**src/rtl/fetch_stage_pkg.sv**
```systemverilog
// Shared definitions for the IF stage: pipeline words, halt/drain states and PC helpers.
// Decode, hazard and the CPU bench import the same package.
package fetch_stage_pkg;

    typedef logic [31:0] word_t;

    typedef enum logic [1:0] {
        ST_RUN    = 2'd0,
        ST_DRAIN  = 2'd1,
        ST_HALTED = 2'd2
    } fetch_state_e;

    localparam word_t RESET_PC_DEF     = 32'h0000_0000;
    localparam word_t HALT_WORD_DEF    = 32'hFC00_0000;
    localparam word_t NOP_WORD_DEF     = 32'h0000_0000;
    localparam int    DRAIN_CYCLES_DEF = 4;

    function automatic word_t next_seq_pc(input word_t pc);
        return pc + 32'd4;
    endfunction

    // Redirect targets are word addresses; any stray low bits are dropped.
    function automatic word_t word_align(input word_t addr);
        return addr & 32'hFFFF_FFFC;
    endfunction

endpackage

```
**src/rtl/fetch_stage_if.sv**
```systemverilog
// Bus between the fetch stage and its surroundings: instruction memory,
// hazard/branch units, the IF/ID register consumer and the halt flag.
interface fetch_stage_if;
    import fetch_stage_pkg::*;

    word_t instructionAddress;
    word_t instruction;
    logic  stall;
    logic  branch_taken;
    word_t branch_target;
    word_t ifid_instr;
    word_t ifid_pc4;
    logic  ifid_valid;
    logic  halted;

    modport master (
        output instructionAddress,
        input  instruction,
        input  stall,
        input  branch_taken,
        input  branch_target,
        output ifid_instr,
        output ifid_pc4,
        output ifid_valid,
        output halted
    );

    modport slave (
        input  instructionAddress,
        output instruction,
        output stall,
        output branch_taken,
        output branch_target,
        input  ifid_instr,
        input  ifid_pc4,
        input  ifid_valid,
        input  halted
    );

endinterface

```
**src/rtl/fetch_stage_halt_drain_fsm.sv**
```systemverilog
// Halt/drain control for the fetch stage: decides each cycle whether the PC holds and
// whether IF/ID takes a bubble, and counts the drain cycles after a HALT fetch.
module halt_drain_fsm
    import fetch_stage_pkg::*;
#(
    parameter int DRAIN_CYCLES = DRAIN_CYCLES_DEF
) (
    input  logic clk,
    input  logic reset,
    input  logic i_halt_seen,
    input  logic i_redirect,
    input  logic i_stall,
    output logic o_pc_hold,
    output logic o_bubble,
    output logic o_halted
);

    localparam int CNT_W = (DRAIN_CYCLES > 1) ? $clog2(DRAIN_CYCLES) : 1;
    localparam logic [CNT_W-1:0] LAST_COUNT = CNT_W'(DRAIN_CYCLES - 1);

    fetch_state_e     r_state;
    fetch_state_e     w_stateNext;
    logic [CNT_W-1:0] r_count;
    logic [CNT_W-1:0] w_countNext;

    always_ff @(posedge clk or negedge reset) begin
        if (!reset) begin
            r_state <= ST_RUN;
            r_count <= '0;
        end else begin
            r_state <= w_stateNext;
            r_count <= w_countNext;
        end
    end

    // A redirect is the only event that lets the PC move outside plain sequential fetch;
    // during a drain it means the HALT was on a wrong path, so fetching resumes.
    always_comb begin
        w_stateNext = r_state;
        w_countNext = r_count;
        o_pc_hold   = 1'b1;
        o_bubble    = 1'b1;
        unique case (r_state)
            ST_RUN: begin
                if (i_redirect) begin
                    o_pc_hold = 1'b0;
                end else if (i_stall) begin
                    o_bubble = 1'b0;
                end else if (i_halt_seen) begin
                    w_stateNext = ST_DRAIN;
                    w_countNext = '0;
                end else begin
                    o_pc_hold = 1'b0;
                    o_bubble  = 1'b0;
                end
            end
            ST_DRAIN: begin
                if (i_redirect) begin
                    o_pc_hold   = 1'b0;
                    w_stateNext = ST_RUN;
                    w_countNext = '0;
                end else if (r_count == LAST_COUNT) begin
                    w_stateNext = ST_HALTED;
                end else begin
                    w_countNext = r_count + CNT_W'(1);
                end
            end
            ST_HALTED: begin
                w_stateNext = ST_HALTED;
            end
            default: begin
                w_stateNext = ST_RUN;
                w_countNext = '0;
            end
        endcase
    end

    assign o_halted = (r_state == ST_HALTED);

endmodule

```
**src/rtl/fetch_stage.sv**
```systemverilog
// IF stage of the 5-stage MIPS pipeline with the IF/ID register. Owns the PC, applies
// stall/redirect requests and hands HALT detection to halt_drain_fsm.
module fetch_stage
    import fetch_stage_pkg::*;
#(
    parameter word_t RESET_PC     = RESET_PC_DEF,
    parameter word_t HALT_WORD    = HALT_WORD_DEF,
    parameter word_t NOP_WORD     = NOP_WORD_DEF,
    parameter int    DRAIN_CYCLES = DRAIN_CYCLES_DEF
) (
    input  logic          clk,
    input  logic          reset,
    fetch_stage_if.master bus
);

    word_t r_pc;
    word_t r_ifidInstr;
    word_t r_ifidPc4;
    logic  r_ifidValid;

    word_t w_pcPlus4;
    logic  w_haltSeen;
    logic  w_pcHold;
    logic  w_bubble;
    logic  w_halted;

    assign w_pcPlus4  = next_seq_pc(r_pc);
    assign w_haltSeen = (bus.instruction == HALT_WORD);

    halt_drain_fsm #(
        .DRAIN_CYCLES (DRAIN_CYCLES)
    ) u_haltDrain (
        .clk         (clk),
        .reset       (reset),
        .i_halt_seen (w_haltSeen),
        .i_redirect  (bus.branch_taken),
        .i_stall     (bus.stall),
        .o_pc_hold   (w_pcHold),
        .o_bubble    (w_bubble),
        .o_halted    (w_halted)
    );

    // When the FSM releases the PC it either follows a redirect or steps sequentially.
    always_ff @(posedge clk or negedge reset) begin
        if (!reset) begin
            r_pc <= RESET_PC;
        end else if (!w_pcHold) begin
            r_pc <= bus.branch_taken ? word_align(bus.branch_target) : w_pcPlus4;
        end
    end

    always_ff @(posedge clk or negedge reset) begin
        if (!reset) begin
            r_ifidInstr <= NOP_WORD;
            r_ifidPc4   <= '0;
            r_ifidValid <= 1'b0;
        end else if (w_bubble) begin
            r_ifidInstr <= NOP_WORD;
            r_ifidPc4   <= '0;
            r_ifidValid <= 1'b0;
        end else if (!bus.stall) begin
            r_ifidInstr <= bus.instruction;
            r_ifidPc4   <= w_pcPlus4;
            r_ifidValid <= 1'b1;
        end
    end

    assign bus.instructionAddress = r_pc;
    assign bus.ifid_instr         = r_ifidInstr;
    assign bus.ifid_pc4           = r_ifidPc4;
    assign bus.ifid_valid         = r_ifidValid;
    assign bus.halted             = w_halted;

endmodule
```
**src/flat_wrapper.sv**
```systemverilog
// flat-port wrapper written by rule: the top's interface ports become plain ports
module fetch_stage_flat import fetch_stage_pkg::*;
#(
    parameter word_t RESET_PC     = RESET_PC_DEF,
    parameter word_t HALT_WORD    = HALT_WORD_DEF,
    parameter word_t NOP_WORD     = NOP_WORD_DEF,
    parameter int    DRAIN_CYCLES = DRAIN_CYCLES_DEF
)
  (clk, reset, bus_instructionAddress, bus_instruction, bus_stall, bus_branch_taken, bus_branch_target, bus_ifid_instr, bus_ifid_pc4, bus_ifid_valid, bus_halted);
  fetch_stage_if bus_i ();
  input  logic clk;
  input  logic reset;
  output wire logic [$bits(bus_i.instructionAddress)-1:0] bus_instructionAddress;
  input wire logic [$bits(bus_i.instruction)-1:0] bus_instruction;
  input wire logic [$bits(bus_i.stall)-1:0] bus_stall;
  input wire logic [$bits(bus_i.branch_taken)-1:0] bus_branch_taken;
  input wire logic [$bits(bus_i.branch_target)-1:0] bus_branch_target;
  output wire logic [$bits(bus_i.ifid_instr)-1:0] bus_ifid_instr;
  output wire logic [$bits(bus_i.ifid_pc4)-1:0] bus_ifid_pc4;
  output wire logic [$bits(bus_i.ifid_valid)-1:0] bus_ifid_valid;
  output wire logic [$bits(bus_i.halted)-1:0] bus_halted;
  assign bus_instructionAddress = bus_i.instructionAddress;
  assign bus_i.instruction = bus_instruction;
  assign bus_i.stall = bus_stall;
  assign bus_i.branch_taken = bus_branch_taken;
  assign bus_i.branch_target = bus_branch_target;
  assign bus_ifid_instr = bus_i.ifid_instr;
  assign bus_ifid_pc4 = bus_i.ifid_pc4;
  assign bus_ifid_valid = bus_i.ifid_valid;
  assign bus_halted = bus_i.halted;
  fetch_stage #(.RESET_PC(RESET_PC), .HALT_WORD(HALT_WORD), .NOP_WORD(NOP_WORD), .DRAIN_CYCLES(DRAIN_CYCLES)) u_core (.clk(clk), .reset(reset), .bus(bus_i));
endmodule
```
**config.mk**
```make
export PLATFORM = sky130hd
export DESIGN_NAME = fetch_stage_flat
export DESIGN_NICKNAME = d
export VERILOG_FILES = /design/src/rtl/fetch_stage_pkg.sv /design/src/rtl/fetch_stage_if.sv /design/src/rtl/fetch_stage_halt_drain_fsm.sv /design/src/rtl/fetch_stage.sv /design/src/flat_wrapper.sv
export SDC_FILE = /design/constraint.sdc
export NUM_CORES = 1
export LEC_CHECK = 0
export ABC_AREA = 1
export CAP_MARGIN = 20
export CORE_MARGIN = 10
export CORE_UTILIZATION = 48
export DETAILED_ROUTE_END_ITERATION = 8
export PLACE_DENSITY = 0.81
export SLEW_MARGIN = 20
export SYNTH_ARGS = -nofsm -noshare
export SYNTH_HDL_FRONTEND = slang
export SYNTH_SLANG_ARGS = --single-unit
```
**constraint.sdc**
```tcl
create_clock -name clk -period 2 [get_ports clk]
set_input_delay 0.5 -clock clk [delete_from_list [all_inputs] [get_ports clk]]
set_output_delay 0.5 -clock clk [all_outputs]
set_load 0.02 [all_outputs]
```
==> results.md <==
- Status: complete, no violations
- Min-Delay Path Class: in -> async
- Internal: 3.61 mW
- Maximum vdd drop: 0.400 mV
- GR Util met1: a little over a quarter
- Total gr overflow: 0
- Post-synth ARST share: 100%
- Placer Congestion: 0.937
- Core Area: around 11000 um2
- Post-synthesis instance total: 778
- Total length of routed wires: 17500 um
- Final Power: 5.31 mW
- Sequential area share after synthesis: between 40% and 50%
- Most Crowded Layer GR: met2
- # nets final: 1008
- CP Class: reg -> out
- HPWL after detailed placement: 13200 um
- Maxcap violations: 0
- Number of global-route vias before repair: approximately 5700
- Synthesized flop and latch total: a little under 100
- Crit-path cells: clkdlybuf4s50_1
- TritonCTS clock tree: done
- Post-layout min period: ~2000 ps
- DR DRC count: 0
- Yosys top cell by area: dfrtp_1
- Fmax: between 0.5 and 0.6 GHz
- Element type at the critical path end: output pin
- Clk sink count: 98
- Row cnt: 39
- CP max stage delay: about 660 ps
- Final hold vios: 0
- Via density: about 5.3
- Primary FF master, synth: dfrtp_1
- Met2 usage in global routing: a little over a third
- Iter 0 DRT Violations: roughly 380
- Clock-pin slew on the worst setup and hold paths: roughly 70 ps
- DR WL/cell: ~16 um
- Fraction of layout cells with a size suffix above 1: just over 9%
- CTS Buf Count: 9
- Combinational power share: 26.5%
- Later-pin clock latency in the skew report: ~350 ps
- P_sw: around 1.7 mW
- Via count: about 5700
- Clock Skews: between 4 and 5 ps
- Power Dens Cells: between 600 and 700 nW/um2
- Syn Area/Cell: around 7 um2
- DR pass1 iterations: 6
- Post-synth EDFFs: 0
- Area of the die: between 15000 and 20000 um2
- Endpoints failing setup: 0
- RSZ-0062 raised after global routing: false
- WHS: approximately 62 ps
- Sequential Power Share: a little over two fifths
- Area Overhead vs Synth: 39.9%
- Yosys warnings: 0
- Largest net degree at the start of global routing: 38
- Switching share of power: between 30% and 40%
- Clock Tree Buf Depth: 2
- First-pass GRT wire length: between 20000 and 30000 um
- CP bufs+invs: 1
- Clock network fraction of total power: between 20 and 30%
- WP data required: approximately 1500 ps
- Crit-path leading delay family: buffers and inverters
- M3 GR Usage: roughly 4.3%
- Netlist Area Pre-Place: about 5600 um2
- Die height: about 130 um
- Slowest cell on crit path: clkdlybuf4s50_1
- Die X: between 100 and 150 um
- Fin crit share: 98.7%
- # IOs: 166
- IO buf count: about 160
- GRT Total Usage: about a fifth
- Post-route ant nets: 0
- Htree depth: 3
- Leakage: between 4 and 5 nW
- Crit Path Max Fanout: 6
- Initial antenna violation count: 0
- Top cells by area, synth: dfrtp_1 (44%), nand2_1 (18%), nand3_1 (16%)
- CTS root buffer: clkbuf_16
- Initial core utilization: 49.0%
- ANT cells: 0
- Slew Limit Fails: 0
- Crit path DAT: ~1500 ps
- Post-synthesis cell type count: 31
- Area share of the largest cell type after synthesis: between 40% and 50%
- Startpoint Class: flop
==> per-layer routing <==
metal / part of all wire [%] / wire length (um)
met1: 43 / 7520
met2: 48 / 8440
met3: 6.8 / 1200
met4: 1.9 / 325
met5: 0 / 0
==> kinds of logic (layout without fill, tap and decap cells) <==
logic type	count (synthesis)	count (layout)	synth area share [%]
AND/OR/NAND/NOR	547	547	43.5
buffers and inverters	101	264	8.07
flip-flops	98	98	43.8
AO/OA/AOI/OAI	22	22	2.95
XOR/XNOR	7	7	1.10
adder cells (fa/ha/maj)	2	2	0.447
other	1	2	0.0670
==> synthesized netlist by cell type (all sizes together) (2+ instances only) <==
library cell and count:
or2 13, nand3 184, nand3b 7, xnor2 5
ha 2, o21bai 4, clkbuf 15, nor2 65
buf 26, inv 60, xor2 2, nand2 275
dfrtp 98, o21ai 15
==> cell usage in the layout (no fill, tap or decap), types with 11 or more instances in the layout <==
cell / n
buf_12: 11
buf_4: 18
clkdlybuf4s50_1: 146
dfrtp_1: 98
dlymetal6s2s_1: 13
inv_1: 57
nand2_1: 269
nand3_1: 179
nor2_1: 57
or2_2: 13
==> timing repair <==
action                                  in CTS  in global routing
endpoints found under the setup margin       1                 18
pin swaps                                    0                  0
resized for setup                            1                 16
buffers inserted                             0                  0
hold buffers                                 0                  0
cloned                                       0                  0
==> final cells by class <==
class / count / area, um2
Clock buffer: 10 / 229
Clock inverter: 5 / 31.3
Fill cell: 966 / 3590
Inverter: 60 / 225
Multi-Input combinational cell: 580 / 2720
Sequential cell: 98 / 2450
Tap cell: 143 / 179
Timing Repair Buffer: 189 / 1990
==> path summary, 6_finish.rpt <==
path | start | end | slack, ps | depth (start not counted)
worst max-delay path | u_core.bus.instructionAddress[16] | bus_instructionAddress[16] | 30 | 1
worst min-delay path | reset | u_core.bus.ifid_instr[27] | 60 | 1
worst max register to register | u_core.bus.instructionAddress[3] | u_core.bus.instructionAddress[16] | 240 | 10
worst min register to register | u_core.u_haltDrain.r_count[1] | u_core.u_haltDrain.r_count[1] | 500 | 2
max in group asynchronous | reset | u_core.bus.ifid_instr[23] | 1340 | 2
min in group clk | u_core.u_haltDrain.r_count[1] | u_core.u_haltDrain.r_count[1] | 500 | 2
==> registers in the layout, indices dropped and copies added, names as in the netlist <==
name and count:
u_core.u_haltDrain.r_count 2, u_core.u_haltDrain.r_state 2, u_core.bus.ifid_valid 1, u_core.bus.ifid_instr 32
u_core.bus.ifid_pc4 31, u_core.bus.instructionAddress 30
==> per-stage QoR <==
stage                     util (%)  setup TNS [ps]  setup WS (ps)  std cells  instance area [um2]
after CTS                     68.2               0           10.5       1085                 7780
after global routing          68.6               0         0.0213       1085                 7830
after floorplan                  -               0            362        779                 5600
after global placement        65.9           -3470           -127       1070                 7520
final                         68.6               0           25.3       1085                 7830
after detailed placement      65.9           -4310           -142       1070                 7520
==> power groups by stage <==
stage	clock network (mW)	logic [mW]	registers, mW
floorplan	0	0.510	2.52
global placement	0	1.40	2.34
detailed placement	0	1.42	2.35
CTS	1.61	1.43	2.31
global route	1.69	1.54	2.34
finish	1.59	1.41	2.32
No activity file was read; power rests on OpenSTA's default activity.
